[src/rtl/coproc_pkg.sv]
// Shared types and defaults for the pixel processing element.
package coproc_pkg;

    localparam int unsigned CH_W_DEF = 4;
    localparam int unsigned NCH_DEF  = 3;

    typedef enum logic [2:0] {
        FnPass    = 3'b000,
        FnBlur    = 3'b001,
        FnSharpen = 3'b010,
        FnSobelX  = 3'b011,
        FnSobelY  = 3'b100,
        FnEdge    = 3'b101,
        FnEmboss  = 3'b110,
        FnInvert  = 3'b111
    } func_e;

    typedef enum logic [1:0] {
        StIdle,
        StCompute,
        StDone
    } state_e;

endpackage

[src/rtl/pe_kernel_mac.sv]
// Combinational 3x3 kernel evaluator for one channel; result clamped to [0, 2^CH_W-1].
module pe_kernel_mac
    import coproc_pkg::*;
#(
    parameter int unsigned CH_W = CH_W_DEF
) (
    input  func_e             func,
    input  logic [9*CH_W-1:0] win,     // sample r*3+c, top-left at index 0
    output logic [CH_W-1:0]   result
);

    localparam int unsigned AW = CH_W + 6;
    localparam logic signed [AW-1:0] MaxV = $signed({6'b0, {CH_W{1'b1}}});

    logic signed [AW-1:0] s [9];
    logic signed [AW-1:0] gx, gy, acc;

    for (genvar i = 0; i < 9; i++) begin : g_ext
        assign s[i] = $signed({6'b0, win[i*CH_W +: CH_W]});
    end

    function automatic logic signed [AW-1:0] abs_v(input logic signed [AW-1:0] v);
        return (v < 0) ? -v : v;
    endfunction

    assign gx = (s[2] - s[0]) + ((s[5] - s[3]) <<< 1) + (s[8] - s[6]);
    assign gy = (s[6] - s[0]) + ((s[7] - s[1]) <<< 1) + (s[8] - s[2]);

    always_comb begin
        acc = s[4];
        unique case (func)
            FnPass:    acc = s[4];
            FnBlur:    acc = (s[0] + s[2] + s[6] + s[8]
                             + ((s[1] + s[3] + s[5] + s[7]) <<< 1) + (s[4] <<< 2)) >>> 4;
            FnSharpen: acc = (s[4] <<< 2) + s[4] - s[1] - s[3] - s[5] - s[7];
            FnSobelX:  acc = abs_v(gx);
            FnSobelY:  acc = abs_v(gy);
            FnEdge:    acc = abs_v(gx) + abs_v(gy);
            FnEmboss:  acc = ((s[8] - s[0]) <<< 1) - s[1] - s[3] + s[4] + s[5] + s[7];
            FnInvert:  acc = MaxV - s[4];
            default:   acc = s[4];
        endcase
    end

    always_comb begin
        if (acc < 0) begin
            result = '0;
        end else if (acc > MaxV) begin
            result = '1;
        end else begin
            result = acc[CH_W-1:0];
        end
    end

endmodule

[src/rtl/proc_element_par.sv]
// 3x3 window processing element: captures a window, runs one channel per cycle through a
// shared kernel unit (or one gray pass), then strobes we with the registered result.
module proc_element_par
    import coproc_pkg::*;
#(
    parameter  int unsigned CH_W  = CH_W_DEF,
    parameter  int unsigned NCH   = NCH_DEF,
    localparam int unsigned PIX_W = NCH * CH_W
) (
    input  logic               clk,
    input  logic               rst,
    input  logic [3*PIX_W-1:0] rgb_in0,
    input  logic [3*PIX_W-1:0] rgb_in1,
    input  logic [3*PIX_W-1:0] rgb_in2,
    input  logic [2:0]         func,
    input  logic               gray,
    input  logic               start,
    output logic               rdy,
    output logic               we,
    output logic [PIX_W-1:0]   data_out
);

    localparam int unsigned CW = (NCH > 1) ? $clog2(NCH) : 1;
    localparam int unsigned SW = CH_W + $clog2(NCH) + 2;

    state_e             state_q, state_d;
    logic [CW-1:0]      ch_cnt_q, ch_cnt_d;
    logic [3*PIX_W-1:0] rows_q [3];
    func_e              func_q;
    logic               gray_q;
    logic [PIX_W-1:0]   res_q, res_d;
    logic [PIX_W-1:0]   data_out_q, data_out_d;
    logic [9*CH_W-1:0]  win;
    logic [PIX_W-1:0]   pix;
    logic [CH_W-1:0]    mac_res;
    logic               last_ch;

    // NCH=3 uses the luma-like (c0 + 2*c1 + c2) >> 2, otherwise a plain truncated mean.
    function automatic logic [CH_W-1:0] gray_of(input logic [PIX_W-1:0] px);
        logic [SW-1:0] acc;
        logic [SW-1:0] q;
        acc = '0;
        for (int k = 0; k < NCH; k++) begin
            acc = acc + SW'(px[k*CH_W +: CH_W]);
            if (NCH == 3 && k == 1) begin
                acc = acc + SW'(px[k*CH_W +: CH_W]);
            end
        end
        q = (NCH == 3) ? (acc >> 2) : (acc / SW'(NCH));
        return q[CH_W-1:0];
    endfunction

    always_comb begin
        win = '0;
        pix = '0;
        for (int r = 0; r < 3; r++) begin
            for (int c = 0; c < 3; c++) begin
                pix = rows_q[r][(2-c)*PIX_W +: PIX_W];
                if (gray_q) begin
                    win[(r*3+c)*CH_W +: CH_W] = gray_of(pix);
                end else begin
                    win[(r*3+c)*CH_W +: CH_W] = pix[int'(ch_cnt_q)*CH_W +: CH_W];
                end
            end
        end
    end

    pe_kernel_mac #(
        .CH_W (CH_W)
    ) u_mac (
        .func   (func_q),
        .win    (win),
        .result (mac_res)
    );

    assign last_ch = gray_q || (ch_cnt_q == CW'(NCH - 1));

    always_comb begin
        state_d    = state_q;
        ch_cnt_d   = ch_cnt_q;
        res_d      = res_q;
        data_out_d = data_out_q;
        rdy        = 1'b0;
        we         = 1'b0;
        unique case (state_q)
            StIdle: begin
                rdy = 1'b1;
                if (start) begin
                    state_d  = StCompute;
                    ch_cnt_d = '0;
                end
            end
            StCompute: begin
                if (gray_q) begin
                    res_d = {NCH{mac_res}};
                end else begin
                    res_d[int'(ch_cnt_q)*CH_W +: CH_W] = mac_res;
                end
                if (last_ch) begin
                    state_d    = StDone;
                    ch_cnt_d   = '0;
                    data_out_d = res_d;
                end else begin
                    ch_cnt_d = ch_cnt_q + CW'(1);
                end
            end
            StDone: begin
                we      = 1'b1;
                state_d = StIdle;
            end
            default: state_d = StIdle;
        endcase
    end

    always_ff @(posedge clk) begin
        if (rst) begin
            state_q    <= StIdle;
            ch_cnt_q   <= '0;
            res_q      <= '0;
            data_out_q <= '0;
            rows_q     <= '{default: '0};
            func_q     <= FnPass;
            gray_q     <= 1'b0;
        end else begin
            state_q    <= state_d;
            ch_cnt_q   <= ch_cnt_d;
            res_q      <= res_d;
            data_out_q <= data_out_d;
            if (state_q == StIdle && start) begin
                rows_q[0] <= rgb_in0;
                rows_q[1] <= rgb_in1;
                rows_q[2] <= rgb_in2;
                func_q    <= func_e'(func);
                gray_q    <= gray;
            end
        end
    end

    assign data_out = data_out_q;

endmodule

[config.mk]
export PLATFORM = sky130hd
export DESIGN_NAME = proc_element_par
export DESIGN_NICKNAME = d
export VERILOG_FILES = /design/src/rtl/coproc_pkg.sv /design/src/rtl/pe_kernel_mac.sv /design/src/rtl/proc_element_par.sv
export SDC_FILE = /design/constraint.sdc
export NUM_CORES = 1
export LEC_CHECK = 0
export BUFFER_PORTS_ARGS = -buffer_cell sky130_fd_sc_hd__buf_2
export CAP_MARGIN = 5
export CORE_AREA = 2 2 161 163
export DETAILED_ROUTE_END_ITERATION = 10
export DIE_AREA = 0 0 163 165
export HOLD_SLACK_MARGIN = 0.06
export PLACE_DENSITY = 0.74
export SETUP_SLACK_MARGIN = 0.3
export SLEW_MARGIN = 20
export SYNTH_ARGS = -nofsm -noshare
export SYNTH_HDL_FRONTEND = slang
export SYNTH_SLANG_ARGS = --single-unit
[constraint.sdc]
create_clock -name clk -period 9.8 [get_ports clk]
set_input_delay 1.96 -clock clk [delete_from_list [all_inputs] [get_ports clk]]
set_output_delay 1.96 -clock clk [all_outputs]
set_load 0.005 [all_outputs]
Word level (Yosys, flattened, before mapping)
Cells that the tools add are included.
{"block": "word_totals", "regBits": 140, "ram_bits": 0, "in_bits": 115, "wordCells": 139, "memories": 0, "output_inout_bits": 14, "latchBits": 0, "mem_bits_ro": 0}
{"block": "op_classes", "addsub": 62, "n_shift": 11, "order_cmp": 4, "eq_ne": 12, "mul": 0, "n_bitwise": 0, "div": 0, "n_reduce_logical": 8, "muxes": 33}
{"operator": "12-bit by 5-bit indexed part select with 4-bit output", "n": 9}
{"operator": "10-bit case mux with 8 select lines", "n": 1}
{"operator": "10-bit by 5-bit adder with 10-bit output", "n": 7}
{"operator": "10-bit by 5-bit subtractor with 10-bit output", "n": 6}
{"operator": "4-bit by 4-bit adder with 5-bit output", "n": 11}
{"operator": "5-bit by 4-bit adder with 6-bit output", "n": 9}
{"operator": "6-bit by 4-bit adder with 6-bit output", "n": 9}
{"operator": "6-bit two-way mux", "n": 9}
{"operator": "4-bit two-way mux", "n": 11}
{"operator": "10-bit adder", "n": 4}
{"operator": "4-bit by 4-bit subtractor with 5-bit output", "n": 7}
{"operator": "4-bit negation with 34-bit output", "n": 1}
{"operator": "4-bit by 34-bit variable shift with 12-bit output (first input constant)", "n": 1}
{"operator": "4-bit by 34-bit indexed part select with 12-bit output", "n": 1}
{"operator": "10-bit by 1-bit < comparator with 1-bit output (second input constant)", "n": 3}
{"operator": "10-bit two-way mux", "n": 2}
{"operator": "10-bit negation", "n": 2}
{"operator": "9-bit by 5-bit adder with 9-bit output", "n": 2}
{"operator": "12-bit bitwise mux", "n": 1}
{"operator": "3-bit equality test (second input constant)", "n": 4}
{"operator": "12-bit two-way mux", "n": 1}
{"operator": "10-bit by 7-bit adder with 10-bit output", "n": 1}
{"operator": "10-bit by 5-bit > comparator with 1-bit output (second input constant)", "n": 1}
{"operator": "2-bit two-way mux", "n": 4}
{"operator": "other kinds (16)", "n": 23}

Logic depth before layout (Yosys ltp)
{"block": "depth", "depth_word": 18, "depth_mapped": 34, "mapped_depth_nobuf": 34}

Modules after synthesis
A second synthesis with hierarchy kept.
{"block": "unflattened", "cells_unflattened": 1727, "area_unflattened_um2": 13978.4}
{"mod": "proc_element_par", "cells_each": 1029, "seq_area_each_um2": 2802.7, "instances": 1, "area_per_inst_um2": 8346.8}
{"mod": "pe_kernel_mac", "cells_each": 698, "seq_area_each_um2": 0.0, "instances": 1, "area_per_inst_um2": 5631.7}

Least setup slack after synthesis
Ideal clock, no wire load.
{"block": "synth_path", "path_type": "register -> register", "from": "register ch_cnt_q[1]", "to": "register data_out_q[11], in the netlist data_out[11]", "slack_ps": 2150, "setup_ps": 134, "path_stages_with_launch": 29, "t_arrival_ps": 7517, "cell_sequence": "dfxtp_1 -> buf_2 -> buf_2 -> buf_1 -> buf_1 -> mux2i_1 -> o21ai_0 -> o21a_1 -> ha_1 -> fa_1 -> inv_1 -> fa_1 -> inv_1 -> ha_1 -> fa_1 -> fa_1 -> fa_1 -> inv_1 -> fa_1 -> nor2_1 -> fa_1 -> a21o_1 -> a21oi_1 -> xnor2_1 -> a21oi_1 -> a2111oi_0 -> o21ai_0 -> a32oi_1 -> a31oi_1"}
{"block": "synth_between", "elab_chain_cells": 15}
{"item": "from (decl)", "line": "proc_element_par.sv:27", "source": "logic [CW-1:0] ch_cnt_q, ch_cnt_d;"}
{"item": "from (signal assigned)", "line": "proc_element_par.sv:126", "source": "ch_cnt_q <= ch_cnt_d;"}
{"item": "12-bit by 5-bit indexed part select with 4-bit output", "line": "proc_element_par.sv:62", "source": "win[(r*3+c)*CH_W +: CH_W] = pix[int'(ch_cnt_q)*CH_W +: CH_W];"}
{"item": "4-bit two-way mux", "line": "proc_element_par.sv:59", "source": "if (gray_q) begin"}
{"item": "4-bit by 4-bit subtractor with 5-bit output, on equally long branches", "line": "pe_kernel_mac.sv:39, pe_kernel_mac.sv:26, pe_kernel_mac.sv:27"}
{"item": "10-bit by 5-bit subtractor with 10-bit output, or another cell as far along (2 in series)", "line": "pe_kernel_mac.sv:39", "source": "FnEmboss: acc = ((s[8] - s[0]) <<< 1) - s[1] - s[3] + s[4] + s[5] + s[7];"}
{"item": "10-bit by 5-bit adder with 10-bit output, or another cell as far along", "line": "pe_kernel_mac.sv:39"}
{"item": "10-bit by 5-bit adder with 10-bit output or 10-bit two-way mux (tied branches)", "line": "pe_kernel_mac.sv:39, pe_kernel_mac.sv:23"}
{"item": "10-bit by 5-bit adder with 10-bit output or 10-bit adder (tied branches)", "line": "pe_kernel_mac.sv:39, pe_kernel_mac.sv:38"}
{"item": "10-bit case mux with 8 select lines", "line": "pe_kernel_mac.sv:31", "source": "unique case (func)"}
{"item": "10-bit by 5-bit > comparator with 1-bit output", "line": "pe_kernel_mac.sv:48", "source": "end else if (acc > MaxV) begin"}
{"item": "4-bit two-way mux", "line": "pe_kernel_mac.sv:48"}
{"item": "4-bit two-way mux", "line": "pe_kernel_mac.sv:46", "source": "if (acc < 0) begin"}
{"item": "4-bit by 34-bit indexed part select with 12-bit output", "line": "proc_element_par.sv:97", "source": "res_d[int'(ch_cnt_q)*CH_W +: CH_W] = mac_res;"}
{"item": "12-bit bitwise mux", "line": "proc_element_par.sv:97"}
{"item": "12-bit two-way mux", "line": "proc_element_par.sv:94", "source": "if (gray_q) begin"}
{"item": "to (signal assigned)", "line": "proc_element_par.sv:128", "source": "data_out_q <= data_out_d;"}
{"item": "to (decl)", "line": "proc_element_par.sv:32", "source": "logic [PIX_W-1:0] data_out_q, data_out_d;"}
Parallel ways exist; a longest one is shown, timed or not.
A chain may end at the register's enable or synchronous reset.

Final worst setup path
{"block": "layout_path", "from": "register rows_q (netlist bit pix[1])", "to": "register res_q[6]"}
{"block": "layout_between", "elab_chain_cells": 18}
{"item": "from (decl)", "line": "proc_element_par.sv:28", "source": "logic [3*PIX_W-1:0] rows_q [3];"}
{"item": "4-bit by 4-bit adder with 5-bit output", "line": "proc_element_par.sv:44", "source": "acc = acc + SW'(px[k*CH_W +: CH_W]);"}
{"item": "5-bit by 4-bit adder with 6-bit output", "line": "proc_element_par.sv:46", "source": "acc = acc + SW'(px[k*CH_W +: CH_W]);"}
{"item": "6-bit two-way mux", "line": "proc_element_par.sv:59"}
{"item": "6-bit by 4-bit adder with 6-bit output", "line": "proc_element_par.sv:44"}
{"item": "4-bit two-way mux *", "line": "proc_element_par.sv:59"}
{"item": "4-bit by 4-bit subtractor with 5-bit output", "line": "pe_kernel_mac.sv:39"}
{"item": "10-bit by 5-bit subtractor with 10-bit output (2 in series)", "line": "pe_kernel_mac.sv:39"}
{"item": "10-bit by 5-bit adder with 10-bit output (3 in series)", "line": "pe_kernel_mac.sv:39"}
{"item": "10-bit case mux with 8 select lines *", "line": "pe_kernel_mac.sv:31"}
{"item": "10-bit by 5-bit > comparator with 1-bit output", "line": "pe_kernel_mac.sv:48"}
{"item": "4-bit two-way mux", "line": "pe_kernel_mac.sv:48"}
{"item": "4-bit two-way mux *", "line": "pe_kernel_mac.sv:46"}
{"item": "4-bit by 34-bit indexed part select with 12-bit output", "line": "proc_element_par.sv:97"}
{"item": "12-bit bitwise mux", "line": "proc_element_par.sv:97"}
{"item": "12-bit two-way mux *", "line": "proc_element_par.sv:94"}
{"item": "to (signal assigned)", "line": "proc_element_par.sv:127", "source": "res_q <= res_d;"}
{"item": "to (decl)", "line": "proc_element_par.sv:31", "source": "logic [PIX_W-1:0] res_q, res_d;"}
Mark *: on every way between the ends. The rest lies on a longest branch, timed or not. The select of a mux whose other input is x is not followed.

==> metrics.md <==
| Metric | Value |
|---|---|
| Status | `complete, no violations` |
| Adder-cell share of the synthesized area | `between 20% and 30%` |
| GPL Wtd Cong | `approximately 0.95` |
| Hold Buf Count CTS | `0` |
| Die W | `163 µm` |
| Commonest non-fill, non-tap cells in the layout | `279 x nand2_1, 195 x a21oi_1, 164 x inv_1, 156 x ha_1, 138 x dfxtp_1` |
| TritonCTS clock tree | `done` |
| Hold Path Depth | `2` |
| Clock sinks | `between 100 and 150` |
| Fin. max-slew vios | `0` |
| RSZ-0062 raised after global routing | `false` |
| Max Clk Rate | `~0.12 GHz` |
| Number of enable flip-flop cells after synthesis | `0` |
| Mapped Area | `around 14,000 µm²` |
| First-pass GRT wire length | `57.8 mm` |
| CTS Buffer Depth | `2` |
| Post-Synth Simple-Gate Area | `16.2%` |
| Worst Skew | `approximately 0.013 ns` |
| WHS | `0.475 ns` |
| DRT Pass-1 Iters | `5` |
| IO Pins | `129` |
| Core Footprint | `approximately 25,000 µm²` |
| Initial Utilization | `between 50 and 60%` |
| Layout area overhead | `10.8%` |
| Number of global-route vias before repair | `11,700` |
| Setup TNS | `0 ns` |
| Largest family of logic cells by synthesized area | `adder cells` |
| Synth Area in XOR/XNOR | `5.79%` |
| DPL Wire Length | `27.6 mm` |
| Post-synth ARST share | `0%` |
| Dominant synthesized flop cell | `dfxtp_1` |
| Overall routed net length | `35.5 mm` |
| H-tree Lvls | `4` |
| Largest net degree at the start of global routing | `107` |
| TritonCTS Buffers | `17` |
| Clock-pin slew on the worst setup and hold paths | `~0.07 ns` |
| Post-synth top area share | `20.7%` |
| CTS Root Buffer Type | `clkbuf_16` |
| Hold Path Class | `reg -> reg` |
| Power Density | `~370 nW/µm²` |
| Worst-skew pair later-pin latency | `0.43 ns` |
| Worst slew pin tran | `1.09 ns` |
| Sequential fraction of the synthesis area | `20.7%` |
| Routed vias/inst | `roughly 5.7` |
| Max cap viols | `0` |
| Distinct cells, synth | `73` |
| Crit path launch type | `register` |
| HP Start | `rows_q[92]$_SDFFE_PP0P_` |
| Die height | `approximately 170 µm` |
| CP Max Fanout | `7` |
| Nets | `2,143` |
| Worst path required time | `10.16 ns` |
| Top post-synthesis cells by area | `dfxtp_1 21%, ha_1 14%, fa_1 11%` |
| Ys Warns | `0` |
| Syn Nets | `just over 2,000` |
| Pwr Total | `5.62 mW` |
| Number of synthesized register bits | `140` |
| Wirelength per Cell | `roughly 17 µm` |
| Layout cells sized above 1 | `roughly 11%` |
| Iteration-0 DRC Markers | `969` |
| Critical path class | `reg -> reg` |
| Core Rows | `58` |
| Post-synthesis mux area share | `3.51%` |
| Routed Antenna Nets | `0` |
| # resized after CTS | `0` |
| Final Hold Vio Count | `0` |
| R2R Setup Slk | `1.19 ns` |
| Worst reg2reg endpoint | `res_q[6]$_SDFFE_PP0P_` |
| DIE AREA | `between 20,000 and 30,000 µm²` |
| Critical path's slowest cell | `a211oi_1` |
| Final period util | `about 88%` |
| Reg2reg start | `pix[1]$_SDFFE_PP0P_` |
| Cells after synthesis | `1,713` |
| Crit-path max cell delay | `0.64 ns` |
| Most common cell after layout, fill and taps aside | `nand2_1` |
| Reg2reg path depth | `31` |
| Synth Area per Inst | `7.92 µm²` |
| Initial antenna violation count | `0` |
| PortBufs | `128` |
| GRT overflow | `0` |
| Routed via count | `about 12,000` |
| GR Util All Layers | `between 20% and 30%` |
| Synth area leader | `dfxtp_1` |
| Arrival time worst endpoint | `roughly 9.0 ns` |
| Hold EP | `rows_q[92]$_SDFFE_PP0P_` |
| Tmin final | `~8.6 ns` |
| Post-route DRC | `0` |
| Static Leakage | `6.91 nW` |
| Buf/Inv on CP | `4` |
| Setup Buffers After CTS | `0` |
| Post-synthesis compound-gate area fraction | `21.4%` |
| Worst vdd ir | `~0.50 mV` |
| N_diodes | `0` |
| # setup viols final | `0` |
| Slew margin rel. | `27.6%` |
| Most used cell, CP | `ha_1` |
| Crit end category | `register` |
| Crit path max-delay family | `compound AO/OA/AOI/OAI gates` |
==> registers in the layout, indices dropped and copies added (netlist names) <==
signal	flops
pix	12
state_q	2
rows_q	96
func_q	3
data_out	12
res_q	12
gray_q	1
ch_cnt_q	2
==> cell families (layout without fill, tap and decap cells) <==
group | count (synthesis) | count (layout)
adder cells (fa/ha/maj) | 235 | 235
AND/OR/NAND/NOR | 504 | 504
multiplexers | 46 | 46
AO/OA/AOI/OAI | 460 | 460
flip-flops | 140 | 140
buffers and inverters | 240 | 337
XOR/XNOR | 88 | 88
==> how the worst max path moves through the flow <==
stage                                   from  slack (ns)                        end  depth (start not counted)
floorplan           ch_cnt_q[1]$_SDFFE_PP0P_        2.15  data_out[11]$_SDFFE_PP0P_                         28
global placement         pix[1]$_SDFFE_PP0P_        1.45      res_q[6]$_SDFFE_PP0P_                         31
detailed placement       pix[1]$_SDFFE_PP0P_        1.37      res_q[9]$_SDFFE_PP0P_                         31
CTS                      pix[1]$_SDFFE_PP0P_        1.28      res_q[9]$_SDFFE_PP0P_                         31
global route             pix[1]$_SDFFE_PP0P_        0.67      res_q[8]$_SDFFE_PP0P_                         31
finish                   pix[1]$_SDFFE_PP0P_        1.19      res_q[6]$_SDFFE_PP0P_                         31
==> per-stage QoR <==
stage               instances  util [%]  setup WS (ns)  cell area, µm²
floorplan                1713         -           2.15           13600
global placement         2108      57.7           1.45           14400
detailed placement       2108      57.7           1.37           14400
CTS                      2140      60.0           1.28           15000
global route             2140      60.0          0.666           15000
finish                   2140      60.0           1.19           15000
==> tightest hold or removal path, delay by kind of cell (launching register included) <==
kind	cells	cell delay (ns)
compound gates	1	0.05
flops	1	0.32
simple gates	1	0.06
==> where the power goes <==
part	internal [mW]	switching (mW)
registers	0.608	0.0420
logic	1.75	2.58
clock network	0.360	0.285
==> cells in the mapped netlist (3+ instances only) <==
| cell type | instances |
|---|---|
| o22ai_1 | 5 |
| a311oi_1 | 14 |
| ha_1 | 156 |
| nand3_1 | 13 |
| a221oi_1 | 12 |
| fa_1 | 75 |
| a211o_1 | 3 |
| or3_1 | 5 |
| clkbuf_1 | 65 |
| o21bai_1 | 17 |
| a22oi_1 | 7 |
| xor2_1 | 20 |
| maj3_1 | 4 |
| mux2_2 | 12 |
| a31oi_1 | 24 |
| xnor2_1 | 67 |
| nand3b_1 | 5 |
| nand2b_1 | 9 |
| nor2_1 | 112 |
| a2111oi_0 | 4 |
| and3_1 | 4 |
| nor2b_1 | 28 |
| inv_1 | 164 |
| nor4b_1 | 3 |
| nor3_1 | 20 |
| dfxtp_1 | 140 |
| a32oi_1 | 4 |
| nand2_1 | 280 |
| mux2i_1 | 34 |
| a211oi_1 | 10 |
| o21ai_0 | 60 |
| buf_1 | 9 |
| nand4_1 | 5 |
| o311ai_0 | 4 |
| o21a_1 | 19 |
| a21o_1 | 58 |
| o2111ai_1 | 3 |
| a21oi_1 | 195 |
==> per-layer routing <==
metal  GRT usage [%]  vias up  routed length, µm  share of wire (%)
li1                -     6033                  -                  -
met1            36.0     5768              16100                 45
met2            46.0      353              16600                 47
met3            4.04       53               2060                5.8
met4            7.72        0                716                2.0
met5               0        -                  0                  0
==> cell type report <==
type,instances,area [µm²]
sequential,140,2810
clock inverter,14,155
fill,2266,10000
multi-input combinational,1333,9870
tap,330,413
inverter,164,616
clock buffer,18,429
timing repair buffer,141,741
Note: power is estimated with default switching activity, not from simulation.
